$ cat src/rtl/wait_fee_acc.sv
// wait_fee_acc: decodes the toggling minute signal into single-cycle ticks,
// accumulates waiting minutes as 2-digit BCD (saturating at 99) and charges
// a waiting fee for every minute beyond a free allowance, clamped at FEE_MAX.
module wait_fee_acc #(
  parameter int unsigned FREE_MIN    = 3,
  parameter int unsigned FEE_PER_MIN = 10,
  parameter int unsigned FEE_MAX     = 4095
) (
  input  logic        clk,
  input  logic        rst,
  input  logic        en,
  input  logic        clear,
  input  logic        max_in,
  input  logic        min_pulse,
  output logic        min_tick,
  output logic [7:0]  wait_min_bcd,
  output logic [11:0] wait_fee,
  output logic        fee_tick,
  output logic        sat
);

  logic        pulse_q;
  logic        edge_seen;
  logic        cnt;
  logic [3:0]  units;
  logic [3:0]  tens;
  logic [3:0]  units_n;
  logic [3:0]  tens_n;
  logic        at_max;
  logic [6:0]  next_bin;
  logic [12:0] fee_sum;
  logic [11:0] fee_clamped;
  logic        charge;
  logic [7:0]  min_nx;
  logic [11:0] fee_nx;
  logic        sat_nx;

  // Edge detect and qualified count strobe.
  always_comb begin
    edge_seen = min_pulse ^ pulse_q;
    cnt       = edge_seen & en & ~max_in & ~clear;
  end

  // BCD increment, fee charge and next-state selection by priority.
  always_comb begin
    units   = wait_min_bcd[3:0];
    tens    = wait_min_bcd[7:4];
    at_max  = (wait_min_bcd == 8'h99);
    units_n = '0;
    tens_n  = tens;
    if (units == 4'd9) begin
      units_n = '0;
      tens_n  = 4'(tens + 4'd1);
    end else begin
      units_n = 4'(units + 4'd1);
    end
    next_bin    = 7'(tens_n) * 7'd10 + 7'(units_n);
    // 13-bit sum so the carry out of 12 bits is seen before clamping.
    fee_sum     = {1'b0, wait_fee} + 13'(FEE_PER_MIN);
    fee_clamped = (fee_sum > 13'(FEE_MAX)) ? 12'(FEE_MAX) : fee_sum[11:0];
    charge      = ~at_max & (32'(next_bin) > FREE_MIN);

    min_nx = wait_min_bcd;
    fee_nx = wait_fee;
    if (clear) begin
      min_nx = '0;
      fee_nx = '0;
    end else if (cnt) begin
      if (!at_max) min_nx = {tens_n, units_n};
      if (charge)  fee_nx = fee_clamped;
    end
    sat_nx = ~clear & ((min_nx == 8'h99) | (fee_nx == 12'(FEE_MAX)));
  end

  // Registered state and outputs; tick/fee_tick are single-cycle pulses.
  always_ff @(posedge clk) begin
    if (rst) begin
      pulse_q      <= 1'b0;
      min_tick     <= 1'b0;
      wait_min_bcd <= '0;
      wait_fee     <= '0;
      fee_tick     <= 1'b0;
      sat          <= 1'b0;
    end else begin
      pulse_q      <= min_pulse;
      min_tick     <= edge_seen;
      wait_min_bcd <= min_nx;
      wait_fee     <= fee_nx;
      fee_tick     <= (fee_nx > wait_fee);
      sat          <= sat_nx;
    end
  end

endmodule

$ cat config.mk
export PLATFORM = sky130hd
export DESIGN_NAME = wait_fee_acc
export DESIGN_NICKNAME = d
export VERILOG_FILES = /design/src/rtl/wait_fee_acc.sv
export SDC_FILE = /design/constraint.sdc
export NUM_CORES = 1
export LEC_CHECK = 0
export BUFFER_PORTS_ARGS = -buffer_cell sky130_fd_sc_hd__buf_4
export CORE_ASPECT_RATIO = 1.4
export CORE_UTILIZATION = 45
export CTS_CLUSTER_SIZE = 24
export DETAILED_ROUTE_END_ITERATION = 8
export PLACE_DENSITY = 0.7
export RECOVER_POWER = 25
export SLEW_MARGIN = 20
export SYNTH_ARGS = -nofsm -noshare
export SYNTH_HDL_FRONTEND = slang
export SYNTH_SLANG_ARGS = --single-unit
$ cat constraint.sdc
create_clock -name clk -period 6.15 [get_ports clk]
set_input_delay 0.3075 -clock clk [delete_from_list [all_inputs] [get_ports clk]]
set_output_delay 0.3075 -clock clk [all_outputs]
set_load 0.03 [all_outputs]
# After elaboration in Yosys (flattened, before gate mapping)
# Index checks and enable logic that the tools add are counted.
[totals]
elab_cells = 37
in_bits = 6
output_inout_bits = 23
reg_bits = 24
[classes]
eq_ne = 4
bitwise = 10
multipliers = 1
n_lt_le_gt_ge = 3
add_sub_neg = 4
mux = 9
[op_table]
columns = ["cell", "n"]
rows = [
  ["$mux W12", 4],
  ["$mux W8", 3],
  ["$eq A8 B8 Y1 const B", 2],
  ["$add A12 B4 Y13 const B", 1],
  ["$gt A13 B12 Y1 const B", 1],
  ["$eq A12 B12 Y1 const B", 1],
  ["$gt A12 B12 Y1", 1],
  ["$add A4 B1 Y4 const B", 2],
  ["$mux W4", 2],
  ["$add A7 B4 Y7", 1],
  ["$gt A7 B2 Y1 const B", 1],
  ["$mul A4 B3 Y6 const B", 1],
  ["$and A1 B1 Y1", 5],
  ["$eq A4 B4 Y1 const B", 1],
  ["$not A1 Y1", 3],
  ["$or A1 B1 Y1", 1],
  ["$xor A1 B1 Y1", 1],
]

# Logic depth before layout (Yosys ltp)
[depth]
word_depth = 12
depth_mapped = 25
mapped_depth_nobuf = 23

# Worst setup path after synthesis
# OpenSTA, ideal clock, no wires.
[synth_timing]
path_type = "register to register"
start = "register wait_min_bcd[1]"
end = "register fee_tick"
setup_ns = 0.135
required_ns = 6.015
stages_incl_launch_ff = 25
slack_ns = 0.845
t_arrival_ns = 5.171
period_less_slack_ns = 5.305
n_path_buf = 2
cell_sequence = "dfxtp_1 inv_1 ha_1 nand3b_1 clkbuf_1 nor2_1 xor2_1 ha_1 ha_1 inv_1 fa_1 nand2b_1 or3_1 a21o_4 a31oi_1 buf_4 nor2_1 a211oi_1 ha_1 a21o_1 a21o_1 a21oi_1 nor2_1 a2111oi_0 nor3_1"
[synth_via]
elab_chain_len = 10
elab_cells_between_ends = 14
classes_between = "2 x add/sub; 1 x mul; 2 x order compare; 2 x eq/ne; 5 x mux; 2 x bitwise"
[synth_lines]
columns = ["element", "line", "source"]
rows = [
  ["start: declaration", "16", "output logic [7:0] wait_min_bcd,"],
  ["start signal: assignment", "87", "wait_min_bcd <= min_nx;"],
  ["$eq A4 B4 Y1", "51", "if (units == 4'd9) begin"],
  ["$mux W4", "51", ""],
  ["$mul A4 B3 Y6", "57", "next_bin = 7'(tens_n) * 7'd10 + 7'(units_n);"],
  ["$add A7 B4 Y7", "57", ""],
  ["$gt A7 B2 Y1", "61", "charge = ~at_max & (32'(next_bin) > FREE_MIN);"],
  ["$and A1 B1 Y1 *", "61", ""],
  ["$mux W12 *", "70", "if (charge) fee_nx = fee_clamped;"],
  ["$mux W12 *", "68", "end else if (cnt) begin"],
  ["$mux W12 *", "65", "if (clear) begin"],
  ["net fee_nx[5]", "35", "logic [11:0] fee_nx;"],
  ["$gt A12 B12 Y1 *", "89", "fee_tick <= (fee_nx > wait_fee);"],
  ["end signal: assignment", "89", ""],
  ["end: declaration", "18", "output logic fee_tick,"],
]
# The timed path passes the listed nets; every way through them passes the cells marked *.
# A chain may end at the register's enable or synchronous reset.

# Final worst setup path
[layout_timing]
start = "register wait_min_bcd[0]"
end = "register fee_tick"
# The elaborated chain is that of the path after synthesis.

==> metrics.txt <==
fin worst setup slack=0.430 ns; Fin Setup TNS=0 ns; first-pass GRT wire length=10200 um; Post-CTS Hold Fix Bufs=0; Post-synth EDFFs=0; routed len/inst=16.3 um; Core Region=0.00516 mm2; Root Driver=clkbuf_8; # clock sinks=24; Max-Cap Viols=0; top_reg_cell synth=dfxtp_1; Synth top area share=19.9%; I/O Pins=29; Async SR Flop Fraction=0%; Die W=63.9 um; post-CTS setup buffer count=0; CP Max Fanout=13; CTS Buffer Depth=2; RSZ-0062 raised after global routing=no; largest net degree at the start of global routing=21; Starting Density=46.9%; worst slew pin tran=0.692 ns; layout cell share with drive strength beyond 1=14.1%; R2R Setup Slk=0.43 ns; r2r worst-path depth=22; status=finished clean; top cells by count, synth=31 x nor2_1, 24 x dfxtp_1, 24 x ha_1; Nets=354; Setup crit end=fee_tick; htree depth=1; Final Max Slew Viols=0; Total Routed Length=6290 um; Worst setup SP type=flop; post-synthesis sequential area ratio=19.9%; Inserted Clock Buffers=3; Synth Register Bits=24; fmax=175 MHz; final worst path period share=93.0%; WP data arrival=5.86 ns; Data required, critical path=6.29 ns; Post-CTS Resized=0; grt ovf=0; CP Class=reg2reg; iteration count of the initial detailed-routing pass=7; DRC=0; ANT cells=0; vias in the first global route=2233; Die Ht=88.7 um; Post-Syn Area=0.00242 mm2; final hold vios=0; antenna violation net count after detailed routing=0; top post-synthesis cells by area=dfxtp_1 20%, ha_1 12%, nor2_1 4.8%; dpl ws=0.507 ns; Final Power=274 uW; clk slew on worst S/H paths=0.09 ns; number of cell rows=31; Power per Cell Area=105 mW/mm2; DP HPWL=4850 um; initial antenna violation count=0; peak supply drop=0.0780 mV; area delta synth->final=8.13%; crit end category=flop; Worst Hold Class=in2reg; yosys warns=0; post-layout minimum cycle time=5.72 ns; cell taking the most area after synthesis=dfxtp_1; Crit. Startpoint=wait_min_bcd[0]; Worst Skew=0.00393 ns; Mapped Cells=301; setup violators final=0; via count=2351; slew margin rel.=53.9%; Syn Area/Cell=8.03 um2; top-count cell post-synth=nor2_1; RD Place Congestion=0.938; Distinct cells, synth=73; Initial DRC Count=159; number of port buffers=28; static leakage=0.933 nW; Tot GR Track Use=23.3%; Synthesized Nets=333; Die ar.=0.00567 mm2; vias per cell=6.09; start of the worst register-to-register path=wait_min_bcd[0]; RR Endpoint=fee_tick; clk_lat worst skew=0.27 ns; CTS tree=built; Hold Path Origin=min_pulse
==> through the flow <==
step	instances	util (%)	instance area (um2)	hold slack, ns
6_report	386	50.7	2610	0.266
4_1_cts	386	51.4	2650	0.271
3_3_place_gp	383	50.6	2610	0.546
5_1_grt	386	50.7	2610	0.270
2_1_floorplan	301	-	2420	0.436
3_5_place_dp	383	50.6	2610	0.545
==> logic make-up (layout without fill, tap and decap cells) <==
logic type	count (synthesis)	count (layout)	share of synthesized area, %
buffers and inverters	32	51	7.40
multiplexers	3	3	1.29
adder cells (fa/ha/maj)	26	26	14.1
AO/OA/AOI/OAI	83	83	25.8
flip-flops	24	24	19.9
XOR/XNOR	10	10	3.93
AND/OR/NAND/NOR	123	123	27.6
==> flip-flops by register name (all words and copies together) (netlist names) <==
| signal | cells |
|---|---|
| wait_fee | 12 |
| wait_min_bcd | 8 |
| fee_tick | 1 |
| min_tick | 1 |
| pulse_q | 1 |
| sat | 1 |
==> critical path, stage by stage, from the launching register on <==
cell,delay (ns)
dfxtp_1,0.48
ha_1,0.23
nand3b_1,0.33
o21ai_0,0.44
ha_1,0.31
ha_1,0.20
inv_1,0.07
fa_1,0.43
nand2b_1,0.17
or3_1,0.40
a21o_4,0.23
a31oi_1,0.36
buf_4,0.25
nor2_1,0.07
nor3_1,0.23
ha_1,0.28
nor2b_1,0.13
o21ai_0,0.14
nand2b_1,0.08
a21oi_1,0.29
nor3_1,0.07
a2111oi_0,0.31
nor3_1,0.08
==> per-layer routing <==
layer	wire (um)	global-route usage, %	vias up
li1	-	-	1146
met1	2540	24.7	1108
met2	3260	44.4	73
met3	252	2.71	24
met4	243	12.6	0
met5	0	0	-
==> final cells by class <==
cell class | instances | area [um2]
multi-input combinational | 245 | 1760
clock buffer | 3 | 41.3
fill | 557 | 2540
tap | 66 | 82.6
timing repair buffer | 29 | 180
inverter | 19 | 71.3
sequential | 24 | 480
==> placed cells by master (no fill, tap or decap), types with 3 or more instances in the layout <==
master and instances:
nor2_1 31, ha_1 24, dfxtp_1 24, nand2_1 22, a21oi_1 22, inv_1 19
buf_4 19, o21ai_0 12, clkbuf_1 10, nor3_1 9, nand3_1 7, nand4_1 7
xnor2_1 6, nand2b_1 6, nor4_1 6, nor2b_1 5, a31oi_1 5, or2b_1 4
a21o_1 4, nand3b_1 3, xor2_1 3, a211oi_1 3, o22ai_1 3, or2_2 3
clkbuf_8 3
==> power by group <==
| part | internal (mW) | leakage, nW | switching [mW] | total, mW |
|---|---|---|---|---|
| clock | 0.0440 | 0.0216 | 0.0550 | 0.0990 |
| sequential | 0.156 | 0.194 | 0.000691 | 0.157 |
| combinational | 0.00531 | 0.717 | 0.0123 | 0.0176 |
==> worst min-delay path by stage <==
| stage | endpoint | slack, ns | depth (start not counted) |
|---|---|---|---|
| finish | pulse_q | 0.27 | 2 |
| global route | pulse_q | 0.27 | 2 |
| CTS | pulse_q | 0.27 | 2 |
| detailed placement | pulse_q | 0.55 | 2 |
| global placement | pulse_q | 0.55 | 2 |
| floorplan | pulse_q | 0.44 | 1 |
(Power assumes the default switching activity.)
